<file path="src/rtl/turn_sequencer.sv">
// rtl/turn_sequencer.sv - per-turn pick/reveal/move controller for Chicken Cha Cha Cha
//
// Accepts one hidden-card pick per step and compares it with the tile ahead of
// the current chicken. It then either advances that chicken or ends the turn.
// It also holds all four chicken positions and detects the winner.
//
// Optional feature: define TURN_SEQ_TIMEOUT_EN to forfeit a turn after
// TIMEOUT_CYCLES clocks in WAIT_PICK without a pick.
//
// Ports:
//   clk, rst          clock, asynchronous active-high reset
//   start             begin/restart a game (honoured in IDLE and WIN only)
//   cur_turn          current player index from the turn-rotation stage
//   pick_valid        one-cycle pick strobe; pick_face/track_face valid with it
//   pick_face         face code of the picked card
//   track_face        face code of the tile ahead of chicken cur_turn
//   next_turn_pulse   one-cycle end-of-turn strobe (high during END)
//   cur_pos           position of chicken cur_turn (combinational)
//   reveal            high while the picked card is displayed
//   matched           compare result of the last pick
//   winner_valid      high in WIN
//   winner_id         index of the winning player
//   state             FSM state code
module turn_sequencer #(
    parameter int TRACK_LEN      = 24,
    parameter int REVEAL_CYCLES  = 50_000_000,
    parameter int TIMEOUT_CYCLES = 500_000_000
) (
    input  logic       clk,
    input  logic       rst,
    input  logic       start,
    input  logic [1:0] cur_turn,
    input  logic       pick_valid,
    input  logic [3:0] pick_face,
    input  logic [3:0] track_face,
    output logic       next_turn_pulse,
    output logic [4:0] cur_pos,
    output logic       reveal,
    output logic       matched,
    output logic       winner_valid,
    output logic [1:0] winner_id,
    output logic [2:0] state
);

    typedef enum logic [2:0] {
        S_IDLE      = 3'd0,
        S_WAIT_PICK = 3'd1,
        S_REVEAL    = 3'd2,
        S_MOVE      = 3'd3,
        S_END       = 3'd4,
        S_SETTLE    = 3'd5,
        S_WIN       = 3'd6
    } state_t;

    // The reveal counter is loaded with REVEAL_CYCLES-1 and exits at zero,
    // so REVEAL lasts exactly REVEAL_CYCLES clocks.
    localparam int               RCW       = (REVEAL_CYCLES > 1) ? $clog2(REVEAL_CYCLES) : 1;
    localparam logic [RCW-1:0]   RC_LOAD   = RCW'(REVEAL_CYCLES - 1);
    localparam logic [4:0]       LAST_TILE = 5'(TRACK_LEN - 1);

    state_t           state_q, state_d;
    logic [RCW-1:0]   rcnt_q, rcnt_d;
    logic [4:0]       pos_q [4];
    logic [4:0]       pos_d [4];
    logic             matched_q, matched_d;
    logic [1:0]       winner_id_q, winner_id_d;
    logic             reveal_q, next_turn_pulse_q, winner_valid_q;

`ifdef TURN_SEQ_TIMEOUT_EN
    localparam int             TOW     = (TIMEOUT_CYCLES > 1) ? $clog2(TIMEOUT_CYCLES) : 1;
    localparam logic [TOW-1:0] TO_LAST = TOW'(TIMEOUT_CYCLES - 1);
    logic [TOW-1:0]            to_cnt_q, to_cnt_d;
`endif

    always_comb begin
        state_d     = state_q;
        rcnt_d      = rcnt_q;
        pos_d       = pos_q;
        matched_d   = matched_q;
        winner_id_d = winner_id_q;
`ifdef TURN_SEQ_TIMEOUT_EN
        // Zero everywhere except while counting in WAIT_PICK, so every entry
        // to WAIT_PICK starts from a cleared count.
        to_cnt_d    = '0;
`endif
        case (state_q)
            S_IDLE, S_WIN: begin
                if (start) begin
                    pos_d       = '{default: '0};
                    winner_id_d = '0;
                    state_d     = S_WAIT_PICK;
                end
            end
            S_WAIT_PICK: begin
                // A pick on the expiry cycle takes priority over the timeout.
                if (pick_valid) begin
                    matched_d = (pick_face == track_face);
                    rcnt_d    = RC_LOAD;
                    state_d   = S_REVEAL;
                end
`ifdef TURN_SEQ_TIMEOUT_EN
                else if (to_cnt_q == TO_LAST) begin
                    matched_d = 1'b0;
                    state_d   = S_END;
                end else begin
                    to_cnt_d = to_cnt_q + 1'b1;
                end
`endif
            end
            S_REVEAL: begin
                if (rcnt_q == '0) begin
                    state_d = matched_q ? S_MOVE : S_END;
                end else begin
                    rcnt_d = rcnt_q - 1'b1;
                end
            end
            S_MOVE: begin
                // Completing a lap wraps to tile 0 and wins the game.
                if (pos_q[cur_turn] == LAST_TILE) begin
                    pos_d[cur_turn] = '0;
                    winner_id_d     = cur_turn;
                    state_d         = S_WIN;
                end else begin
                    pos_d[cur_turn] = pos_q[cur_turn] + 5'd1;
                    state_d         = S_WAIT_PICK;
                end
            end
            S_END:    state_d = S_SETTLE;
            // One idle cycle lets the rotation stage present the new cur_turn.
            S_SETTLE: state_d = S_WAIT_PICK;
            default:  state_d = S_IDLE;
        endcase
    end

    always_ff @(posedge clk or posedge rst) begin
        if (rst) begin
            state_q           <= S_IDLE;
            rcnt_q            <= '0;
            for (int i = 0; i < 4; i++) pos_q[i] <= '0;
            matched_q         <= 1'b0;
            winner_id_q       <= '0;
            reveal_q          <= 1'b0;
            next_turn_pulse_q <= 1'b0;
            winner_valid_q    <= 1'b0;
`ifdef TURN_SEQ_TIMEOUT_EN
            to_cnt_q          <= '0;
`endif
        end else begin
            state_q           <= state_d;
            rcnt_q            <= rcnt_d;
            pos_q             <= pos_d;
            matched_q         <= matched_d;
            winner_id_q       <= winner_id_d;
            // Decoded from the next state so these flags align with state.
            reveal_q          <= (state_d == S_REVEAL);
            next_turn_pulse_q <= (state_d == S_END);
            winner_valid_q    <= (state_d == S_WIN);
`ifdef TURN_SEQ_TIMEOUT_EN
            to_cnt_q          <= to_cnt_d;
`endif
        end
    end

    assign cur_pos         = pos_q[cur_turn];
    assign reveal          = reveal_q;
    assign next_turn_pulse = next_turn_pulse_q;
    assign matched         = matched_q;
    assign winner_valid    = winner_valid_q;
    assign winner_id       = winner_id_q;
    assign state           = state_q;

endmodule
</file>
<file path="config.mk">
export PLATFORM = sky130hd
export DESIGN_NAME = turn_sequencer
export DESIGN_NICKNAME = d
export VERILOG_FILES = /design/src/rtl/turn_sequencer.sv
export SDC_FILE = /design/constraint.sdc
export NUM_CORES = 1
export LEC_CHECK = 0
export CAP_MARGIN = 30
export CELL_PAD_IN_SITES_DETAIL_PLACEMENT = 0
export CELL_PAD_IN_SITES_GLOBAL_PLACEMENT = 1
export CORE_MARGIN = 8
export CORE_UTILIZATION = 48
export DETAILED_ROUTE_END_ITERATION = 16
export PLACE_DENSITY_LB_ADDON = 0.1
export SLEW_MARGIN = 20
export SYNTH_ARGS = -nofsm -noshare
export SYNTH_HDL_FRONTEND = slang
export SYNTH_SLANG_ARGS = --single-unit
</file>
<file path="constraint.sdc">
create_clock -name clk -period 4.7 [get_ports clk]
set_input_delay 0.94 -clock clk [delete_from_list [all_inputs] [get_ports clk]]
set_output_delay 0.94 -clock clk [all_outputs]
set_load 0.02 [all_outputs]
</file>
==> flow_summary.yaml, run 1 <==
run_status:
  status: "finished clean"
hold_path:
  hp-class: "reg2reg"
sta:
  finalCritPeriodShare: 0.851
  finalSetupViolations: 0
  max_freq_mhz: 250
  finalCriticalPeriod_ns: 4.00
  slew-limit-headroom: 0.429
  hold_viol: 0
  skew_ns: 0.0144
  rsz0062_at_grt: "false"
  slew_violations: 0
  fin_setup_tns_ns: 0
  whs_ns: 0.500
  tightest_slew_ns: 0.854
finish:
  synthToLayoutAreaGrowth_pct: 12.9
  antenna_cells: 0
  fin_nets: 343
  fillCellCount: 558
  fin_area_sq_um: 3430
  fin_cells: 403
  drive_gt1_frac: 0.101
  final_core_util: 0.549
worst_setup_path:
  critPathBufInv: 2
  worst_path_largest_cell_delay_ns: 0.89
  crit_path_max_fanout: 14
  cpMaxStageDelayCell: "clkdlybuf4s50_1"
  end_kind: "primary output"
  cp_top_family: "buffers and inverters"
  startpoint_type: "input pin"
  critical-path-top-cell-by-count: "clkdlybuf4s50_1"
  worstSetupPathType: "in2out"
  crit_arrival_ns: 3.06
  worstPathCellList: "clkdlybuf4s50_1 -> mux4_2 -> clkdlybuf4s50_1"
  critPathRequiredTime_ns: 3.76
yosys:
  yosysTopAreaCell: "dfrtp_1"
  synth-edff-count: 0
  synth_warnings: 0
  synth_flop_cell: "dfrtp_1"
  synthMostInstantiatedCell: "dfrtp_1"
  yosysTopAreaCellShare: 0.454
  async_reset_ff_frac: 1.00
  synth_cell_types: 55
  synth.area.top_cells: "dfrtp_1, nand2_1, xnor2_1"
  syn_nets: 318
  netlist_top_cells_count: "dfrtp_1, nand2_1, o21ai_0"
  ys_seq_area_frac: 0.454
  syn_area_per_cell_sq_um: 10.1
  syn_inst: 300
  synth_seq_cells: 55
  syn_area_sq_um: 3030
die:
  die_w_microns: 95.5
  dieHeight_microns: 95.5
  initial_core_util: 0.486
  die-area_sq_um: 9120
  core_area_sq_um: 6240
  io_pins: 28
  num_rows: 29
cts:
  cts_buffers: 5
  clkTransAtPathRegs_ns: 0.11
  clock_latency_ns: 0.32
  cts_setup_buffers: 0
  cts_tree: "built"
  cts_max_level: 2
  cts.repair.resized: 0
  cts_buffer_depth: 2
  cts-root-buf: "clkbuf_8"
  cts_hold_buffers: 0
  cts_sinks: 55
job:
  cap_viol_max_count: 0
grt:
  grt_max_degree: 36
  overflow: 0
  grt_pass1_vias: 2330
  grt_pass1_wl_mm: 11.6
  grt_use_total: 0.160
  antenna_found_initial: 0
detailed_routing:
  avgRoutedWirePerCell_microns: 16.6
  drt-pass1-iter-count: 4
  antenna_left: 0
  drc: 0
  drt_wl_total_mm: 6.70
  drt_iter0_markers: 76
  vias_per_cell: 5.96
  num_vias: 2403
placed_design:
  portBuffers: 27
  hpwl_mm: 4.86
  dpl_cell_area_sq_um: 3330
  place_congestion: 0.809
  place_inst: 395
power:
  powerDensity_nw_per_um2: 343
  peakVddDrop_mv: 0.259
  p_leak_nw: 1.26
logic make-up after synthesis:
family	Yosys count	synth area share
xor gates and xnor gates	14	0.0404
buffers and inverters	18	0.0359
adders and majority gates	4	0.0165
muxes	9	0.0503
DFF	55	0.454
AOI/OAI and AO/OA	75	0.180
and+or+nand+nor	125	0.224
power breakdown:
group          leakage (nW)  switching [W]  internal (W)
clock                0.0443       0.000162      0.000107
combinational         0.537       0.000221      0.000131
sequential            0.674      0.0000463      0.000511
final cells by class:
type                       instances  area, sq um  area share
multi-input combinational        227         1550       0.452
sequential                        55         1380       0.402
timing repair buffer              29          285      0.0832
tap                               77         96.3      0.0281
clock buffer                       5         68.8      0.0201
inverter                           7         26.3     0.00767
clock inverter                     3         25.0     0.00730
registers in the layout, indices dropped and copies added (netlist names):
name             flops
winner_valid         1
state                3
rcnt_q              26
next_turn_pulse      1
winner_id            2
reveal               1
matched              1
pos_q               20
layout by cell type, fill, tap and decap left out, types with 5 or more instances in the layout:
| master | instances |
|---|---|
| or3_1 | 6 |
| clkbuf_8 | 5 |
| o21ai_0 | 18 |
| a21oi_1 | 9 |
| o31ai_1 | 10 |
| a22o_1 | 10 |
| nand2b_1 | 7 |
| or2_2 | 8 |
| nor4_1 | 6 |
| dfrtp_1 | 55 |
| mux4_2 | 5 |
| inv_1 | 6 |
| nand3_1 | 14 |
| nor2b_1 | 5 |
| nand2_1 | 34 |
| nor2_1 | 11 |
| xnor2_1 | 13 |
| clkdlybuf4s50_1 | 27 |
| nor3_1 | 9 |
| a32o_1 | 5 |
| or4_1 | 9 |
stage by stage:
| step | power [W] | worst slack [ns] |
|---|---|---|
| 2_1_floorplan | 0.000798 | 1.80 |
| 3_3_place_gp | 0.000917 | 0.695 |
| 3_5_place_dp | 0.000917 | 0.682 |
| 4_1_cts | 0.00119 | 0.678 |
| 5_1_grt | 0.00125 | 0.603 |
| 6_report | 0.00118 | 0.700 |
per-layer routing:
metal | global-route usage | share of wire
met5 | 0 | 0
met1 | 0.208 | 0.47
met4 | 0.0448 | 0.0097
met3 | 0.0291 | 0.035
met2 | 0.266 | 0.48
path summary, 6_finish.rpt:
check | start | to | slack [ns] | cells after the start
worst max-delay path | cur_turn[0] | cur_pos[3] | 0.70 | 3
worst min-delay path | pos_q[5] | pos_q[5] | 0.50 | 1
worst max register to register | rcnt_q[6] | reveal | 2.19 | 5
worst min register to register | pos_q[5] | pos_q[5] | 0.50 | 1
max in group asynchronous | rst | rcnt_q[23] | 2.88 | 3
min in group asynchronous | rst | pos_q[16] | 1.05 | 2
Note: power is estimated with default switching activity, not from simulation.
==> inputs of run 2 (changes only) <==
CAP_MARGIN = 20   (was 30)
==> results of run 2 <==
The final DEF is identical to that of run 1; final timing and power are the same.
